==> config.mk <==
export PLATFORM = sky130hd
export DESIGN_NAME = seq_code_gen
export DESIGN_NICKNAME = d
export VERILOG_FILES = /design/src/rtl/seq_code_gen.sv
export SDC_FILE = /design/constraint.sdc
export NUM_CORES = 1
export LEC_CHECK = 0
export ABC_AREA = 1
export CORE_MARGIN = 2
export CORE_UTILIZATION = 39
export CTS_CLUSTER_SIZE = 30
export DETAILED_ROUTE_END_ITERATION = 8
export PLACE_DENSITY_LB_ADDON = 0.1
export RECOVER_POWER = 100
export SKIP_CTS_REPAIR_TIMING = 1
export SYNTH_ARGS = -nofsm -noshare
export SYNTH_HDL_FRONTEND = slang
export SYNTH_SLANG_ARGS = --single-unit
==> constraint.sdc <==
create_clock -name CP -period 1.2 [get_ports CP]
set_input_delay 0.36 -clock CP [delete_from_list [all_inputs] [get_ports CP]]
set_output_delay 0.36 -clock CP [all_outputs]
set_load 0.05 [all_outputs]
==> src/rtl/seq_code_gen.sv <==
// seq_code_gen
//   3-bit code sequencer for a 3-to-8 decoder. It has two modes:
//   - free-running: the code advances once every DIV clock cycles;
//   - single-step: in IDLE, each STEP request advances the code once.
//   The code can also be loaded synchronously at any time.
//
// Parameters
//   DIV   : CP cycles per automatic code step (1..255)
//
// Ports
//   CP    in   clock, rising edge
//   CLR   in   synchronous active-high reset
//   START in   enter free-running mode (from IDLE)
//   STOP  in   return to IDLE; an advance due on that edge is dropped
//   STEP  in   single advance, honoured only in IDLE
//   DIR   in   0 = count up, 1 = count down (sampled on the advancing edge)
//   LOAD  in   load LDATA into DATA, restart the prescaler
//   LDATA in   load value
//   DATA  out  current code
//   TICK  out  one-cycle pulse when a new DATA value appears
//   WRAP  out  one-cycle pulse with TICK when the step wrapped 7->0 or 0->7
//   BUSY  out  high while free-running
module seq_code_gen #(
   parameter int unsigned DIV = 4
) (
   input  logic       CP,
   input  logic       CLR,
   input  logic       START,
   input  logic       STOP,
   input  logic       STEP,
   input  logic       DIR,
   input  logic       LOAD,
   input  logic [2:0] LDATA,
   output logic [2:0] DATA,
   output logic       TICK,
   output logic       WRAP,
   output logic       BUSY
);

   localparam int unsigned PS_W = $clog2(DIV) + 1;
   localparam logic [PS_W-1:0] PS_LAST = PS_W'(DIV - 1);

   typedef enum logic {
      IDLE = 1'b0,
      RUN  = 1'b1
   } state_t;

   state_t          state_q, state_d;
   logic [PS_W-1:0] ps_q, ps_d;
   logic [2:0]      data_q, data_d;
   logic            tick_q, tick_d;
   logic            wrap_q, wrap_d;

   // One code step: returns {wrapped, next_code}.
   function automatic logic [3:0] step_code(input logic [2:0] code, input logic down);
      logic [2:0] nxt;
      logic       wrp;
      if (down) begin
         nxt = code - 3'd1;
         wrp = (code == 3'd0);
      end else begin
         nxt = code + 3'd1;
         wrp = (code == 3'd7);
      end
      return {wrp, nxt};
   endfunction

   always_comb begin
      state_d = state_q;
      ps_d    = ps_q;
      data_d  = data_q;
      tick_d  = 1'b0;
      wrap_d  = 1'b0;

      // LOAD outranks every mode input and leaves the state alone.
      if (LOAD) begin
         data_d = LDATA;
         ps_d   = '0;
         tick_d = 1'b1;
      end else begin
         case (state_q)
            IDLE: begin
               if (STOP) begin
                  // already idle: nothing to do, but STOP still masks START/STEP
               end else if (START) begin
                  state_d = RUN;
                  ps_d    = '0;
               end else if (STEP) begin
                  {wrap_d, data_d} = step_code(data_q, DIR);
                  tick_d           = 1'b1;
               end
            end
            RUN: begin
               if (STOP) begin
                  state_d = IDLE;
                  ps_d    = '0;
               end else if (ps_q == PS_LAST) begin
                  {wrap_d, data_d} = step_code(data_q, DIR);
                  tick_d           = 1'b1;
                  ps_d             = '0;
               end else begin
                  ps_d = ps_q + PS_W'(1);
               end
            end
            default: state_d = IDLE;
         endcase
      end
   end

   always_ff @(posedge CP) begin
      if (CLR) begin
         state_q <= IDLE;
         ps_q    <= '0;
         data_q  <= 3'b000;
         tick_q  <= 1'b0;
         wrap_q  <= 1'b0;
      end else begin
         state_q <= state_d;
         ps_q    <= ps_d;
         data_q  <= data_d;
         tick_q  <= tick_d;
         wrap_q  <= wrap_d;
      end
   end

   assign DATA = data_q;
   assign TICK = tick_q;
   assign WRAP = wrap_q;
   assign BUSY = (state_q == RUN);

endmodule

* Yosys cells after proc, flatten, opt, wreduce, memory -nomap -nowiden
Index checks and enable logic that the tools add are counted.
Word-level totals: register bits 9, latch bits 0, memory bits (writable) 0, memory bits (read-only) 0, bits of input ports 10, output and inout bits 6, memories 0
Operators by class: add/sub/neg operators 3, multipliers 0, divide/modulo/power cells 0, $lt $le $gt $ge 0, equality and inequality tests 9, shifts and indexed selects 0, muxes and demuxes 31, bitwise logic cells 1, reduce and logical (&&, ||, !) cells 4
Operators by type and width (count):
- 2-to-1 mux 3 bit | 11
- 2-to-1 mux 1 bit | 15
- != test 3 bit, second input constant | 4
- case mux 3 bit (2 select lines) | 2
- adder 3 x 1 -> 3 bit, second input constant | 2
- case mux 1 bit (2 select lines) | 3
- AND reduction 5 bit | 1
- != test 2 bit, second input constant | 2
- == test 3 x 2 -> 1 bit, second input constant | 1
- == test 3 bit, second input constant | 1
- zero test 3 bit | 1
- != test 3 x 2 -> 1 bit, second input constant | 1
- subtractor 3 x 1 -> 3 bit, second input constant | 1
- AND reduction 2 bit | 1
- OR reduction 2 bit | 1
- NOT 1 bit | 1

* Depth between registers and ports, before layout
Gate-level depths: netlist (run 1).
depth in word-level cells 7, depth in mapped cells 9, depth with buffers taken out 9

* Least setup slack after synthesis (run 1)
Ideal clock, no wire load.
path type register -> register, from register data_q[0] (netlist: DATA[0]), to register data_q[1] (netlist: DATA[1]), setup time 123 ps, arrival 1601 ps, slack -524 ps, stages on the path, launching flop included 6, clock period less this slack 1724 ps, cells stage by stage dfxtp_1 inv_1 fa_1 nor2_1 a22oi_1 a21oi_1
On the way: word-level cells in the longest chain between the ends 7
RTL lines:
- start, declared | RTL line 50 | logic [2:0] data_q, data_d;
- start signal, assigned | RTL line 120 | data_q <= data_d;
- adder 3 x 1 -> 3 bit / subtractor 3 x 1 -> 3 bit (equally long branches) | RTL line 62, 59
- 2-to-1 mux 3 bit * | RTL line 58 | if (down) begin
- 2-to-1 mux 3 bit | RTL line 88 | end else if (STEP) begin
- 2-to-1 mux 3 bit | RTL line 85 | end else if (START) begin
- 2-to-1 mux 3 bit | RTL line 83 | if (STOP) begin
- case mux 3 bit (2 select lines) * | RTL line 81 | case (state_q)
- 2-to-1 mux 3 bit * | RTL line 76 | if (LOAD) begin
Mark *: on every way between the ends. The rest lies on a longest branch, timed or not. The select of a mux whose other input is x is not followed. A chain may end at the register's enable or synchronous reset.

* Worst setup path after layout (run 1)
from register data_q[1] (netlist: DATA[1]), to register data_q[1] (netlist: DATA[1])
Same word-level chain as after synthesis.

==> results.toml, run 1 <==
[logic_synthesis]
postSynthCellCount = 70
synth_nets = 82
synth_cell_types = 19
ys_ff_latch = 9
synth_area_um2 = 514
synth.yosys.seq_area_share_pct = 35.0
syn_area_per_cell_um2 = 7.35
yosysWarnings = 0

[cts]
clockRootBuffer = "clkbuf_4"
cts_htree_levels = 1
cts_sinks = 9
cts_made_buffers = 3
clock_latency_ps = 260
clockBufferDepth = 2
clkSlewWorstSetupHoldPaths_ps = 70
tritoncts = "built"

[floorplanning]
ios = 16
rows = 13
fp.dieW_um = 40.3
initial_core_util_pct = 40.5
core_um2 = 1270
die_h_um = 40.3
die_area_um2 = 1620

[drt]
drc_errors = 0
wl_per_cell_um = 9.96
vias = 540
first_pass_iters = 4
wl_um = 1140
drt-vias-per-instance = 4.74
drt_iter0_drc = 9
ant_nets = 0

[power_and_ir_drop]
power.density_nw_per_um2 = 924
ir_worst_vdd_mv = 0.509
p_leak_nw = 0.421

[hold_path]
hp-class = "input port to flip-flop"

[final_layout]
layout-drive-gt1-share_pct = 37.4
seqCellArea_um2 = 193
syn2layout_area_growth_pct = 65.2
multi_input_area_um2 = 290
fillers = 110
postLayoutCoreUtil_pct = 67.0
antennaDiodeCount = 0
nets = 112

[outcome]
violations = "negative setup slack"
outcome = "finished, violations left"

[global_routing]
antenna_found_initial = 0
grt_max_degree = 8
grtUsageTotal_pct = 17.2
grt_pass1_wl_um = 1830
gr-total-overflow = 0
grt_pass1_vias = 495

[timing]
setup_viol = 4
fin_hold_ws_ps = 452
worst_pin_slew_ps = 295
fmax_ghz = 0.763
hold_viol_final = 0
slew_headroom_pct = 80.3
finalCritPeriodShare_pct = 109
setup_slack_ps = -111
fin_skew_ps = 9.57
drv_slew = 0
period_needed_ps = 1310
rsz0062_at_grt = "yes"

[run]
drv_cap = 0

[critical_path]
critPathMaxStageDelay_ps = 540
critPathSlowestCell = "fa_2"
cp.arrival_ps = 1460
path_class = "flip-flop to flip-flop"
cp_data_required_time_ps = 1350
start_kind = "flip-flop"
cp_cell_sequence = "inv_2 > fa_2 > nor2_1 > a22oi_1 > a21oi_1"
path_max_fanout = 2
cp-end-kind = "flip-flop"

[place]
dp_hpwl_um = 898
io_buffers = 15
place_congestion = 0.750
stage by stage:
step,instance area [um^2],TNS (ps),instances,total power [W],setup WS [ps]
after global placement,822,-3120,109,0.000563,-553
final,850,-213,114,0.000785,-111
after detailed placement,822,-3170,109,0.000564,-563
after CTS,848,-996,113,0.000799,-294
after floorplan,526,-316,70,0.000439,-164
after global routing,850,-524,114,0.000834,-179
cells in the mapped netlist:
master | instances | area, um^2
nor2_2 | 1 | 6.26
nor2_1 | 6 | 22.5
nand4_1 | 2 | 12.5
nand2_1 | 9 | 33.8
ha_1 | 1 | 12.5
dfxtp_1 | 9 | 180
inv_2 | 1 | 3.75
a211oi_1 | 1 | 7.51
nand3_2 | 1 | 10.0
a21oi_1 | 8 | 40.0
nand3_1 | 5 | 25.0
nand2_4 | 3 | 33.8
o21ai_0 | 3 | 15.0
a22oi_1 | 1 | 7.51
nor2_4 | 1 | 11.3
inv_1 | 15 | 56.3
o31ai_1 | 1 | 7.51
xor2_1 | 1 | 8.76
fa_1 | 1 | 20.0
cells by family after synthesis:
kind of cell	share of synthesized area (%)
adder cells (fa/ha/maj)	6.33
buffers and inverters	11.7
AND/OR/NAND/NOR	30.2
XOR/XNOR	1.70
flip-flops	35.0
AO/OA/AOI/OAI	15.1
cell usage in the layout (no fill, tap or decap):
master,count
a211oi_1,1
a21oi_1,7
a21oi_2,1
a22oi_1,1
buf_12,3
buf_4,8
buf_6,2
clkbuf_1,2
clkbuf_4,5
clkdlybuf4s50_1,6
dfxtp_1,5
dfxtp_2,1
dfxtp_4,3
dlymetal6s2s_1,3
fa_2,1
ha_1,1
inv_1,11
inv_2,4
inv_4,1
nand2_1,9
nand2_4,3
nand3_1,5
nand3_2,1
nand4_1,2
nor2_1,4
nor2_2,2
nor2_4,2
o21ai_0,3
o31ai_1,1
xor2_1,1
worst max-delay path, delay by kind of cell, from the launching register on:
| kind | cells | cell delay (ps) |
|---|---|---|
| AOI/OAI and AO/OA | 2 | 230 |
| adders and majority gates | 1 | 540 |
| DFF | 1 | 350 |
| and+or+nand+nor | 1 | 40 |
| buffers and inverters | 1 | 40 |
where the power goes:
group	internal, W	leakage, nW	switching, W
Clock	0.000128	0.0150	0.000107
Sequential	0.000309	0.0759	0.0000129
Combinational	0.000111	0.330	0.000117
Total	0.000548	0.421	0.000237
sequential cells by signal, summed over array words and instances (netlist names):
| name | flops |
|---|---|
| DATA | 3 |
| ps_q | 3 |
| BUSY | 1 |
| TICK | 1 |
| WRAP | 1 |
per-layer routing:
layer  routed length (um)  GRT usage (%)  up-vias  part of all wire (%)
li1                     -              -      282                     -
met1                  474           18.4      249                    42
met2                  618           31.0        7                    54
met3                   35           5.00        2                   3.1
met4                    6           7.50        0                  0.53
met5                    0              0        -                     0
final cells by class:
cell class              count  area share [%]
well taps                  15            2.21
flip-flops and latches      9            22.7
multi-input cells          45            34.2
repair buffers             25            30.5
clock buffers               4            3.09
inverters                  16            7.36
final timing paths:
path,from,to,slack [ps],cells past startpoint
hold reg to reg,ps_q[1],ps_q[1],470,2
setup / recovery,DATA[1],DATA[1],-110,5
hold / removal,STOP,BUSY,450,2
setup reg to reg,DATA[1],DATA[1],-110,5
Note: power is estimated with default switching activity, not from simulation.
==> run 2, diff against run 1 <==
--- a/config.mk
+++ b/config.mk
@@ -10,6 +10,7 @@
 export CORE_UTILIZATION = 39
 export CTS_CLUSTER_SIZE = 30
 export DETAILED_ROUTE_END_ITERATION = 8
+export GPL_ROUTABILITY_DRIVEN = 0
 export PLACE_DENSITY_LB_ADDON = 0.1
 export RECOVER_POWER = 100
 export SKIP_CTS_REPAIR_TIMING = 1
==> results of run 2 <==
The final DEF is identical to that of run 1; final timing and power are the same.
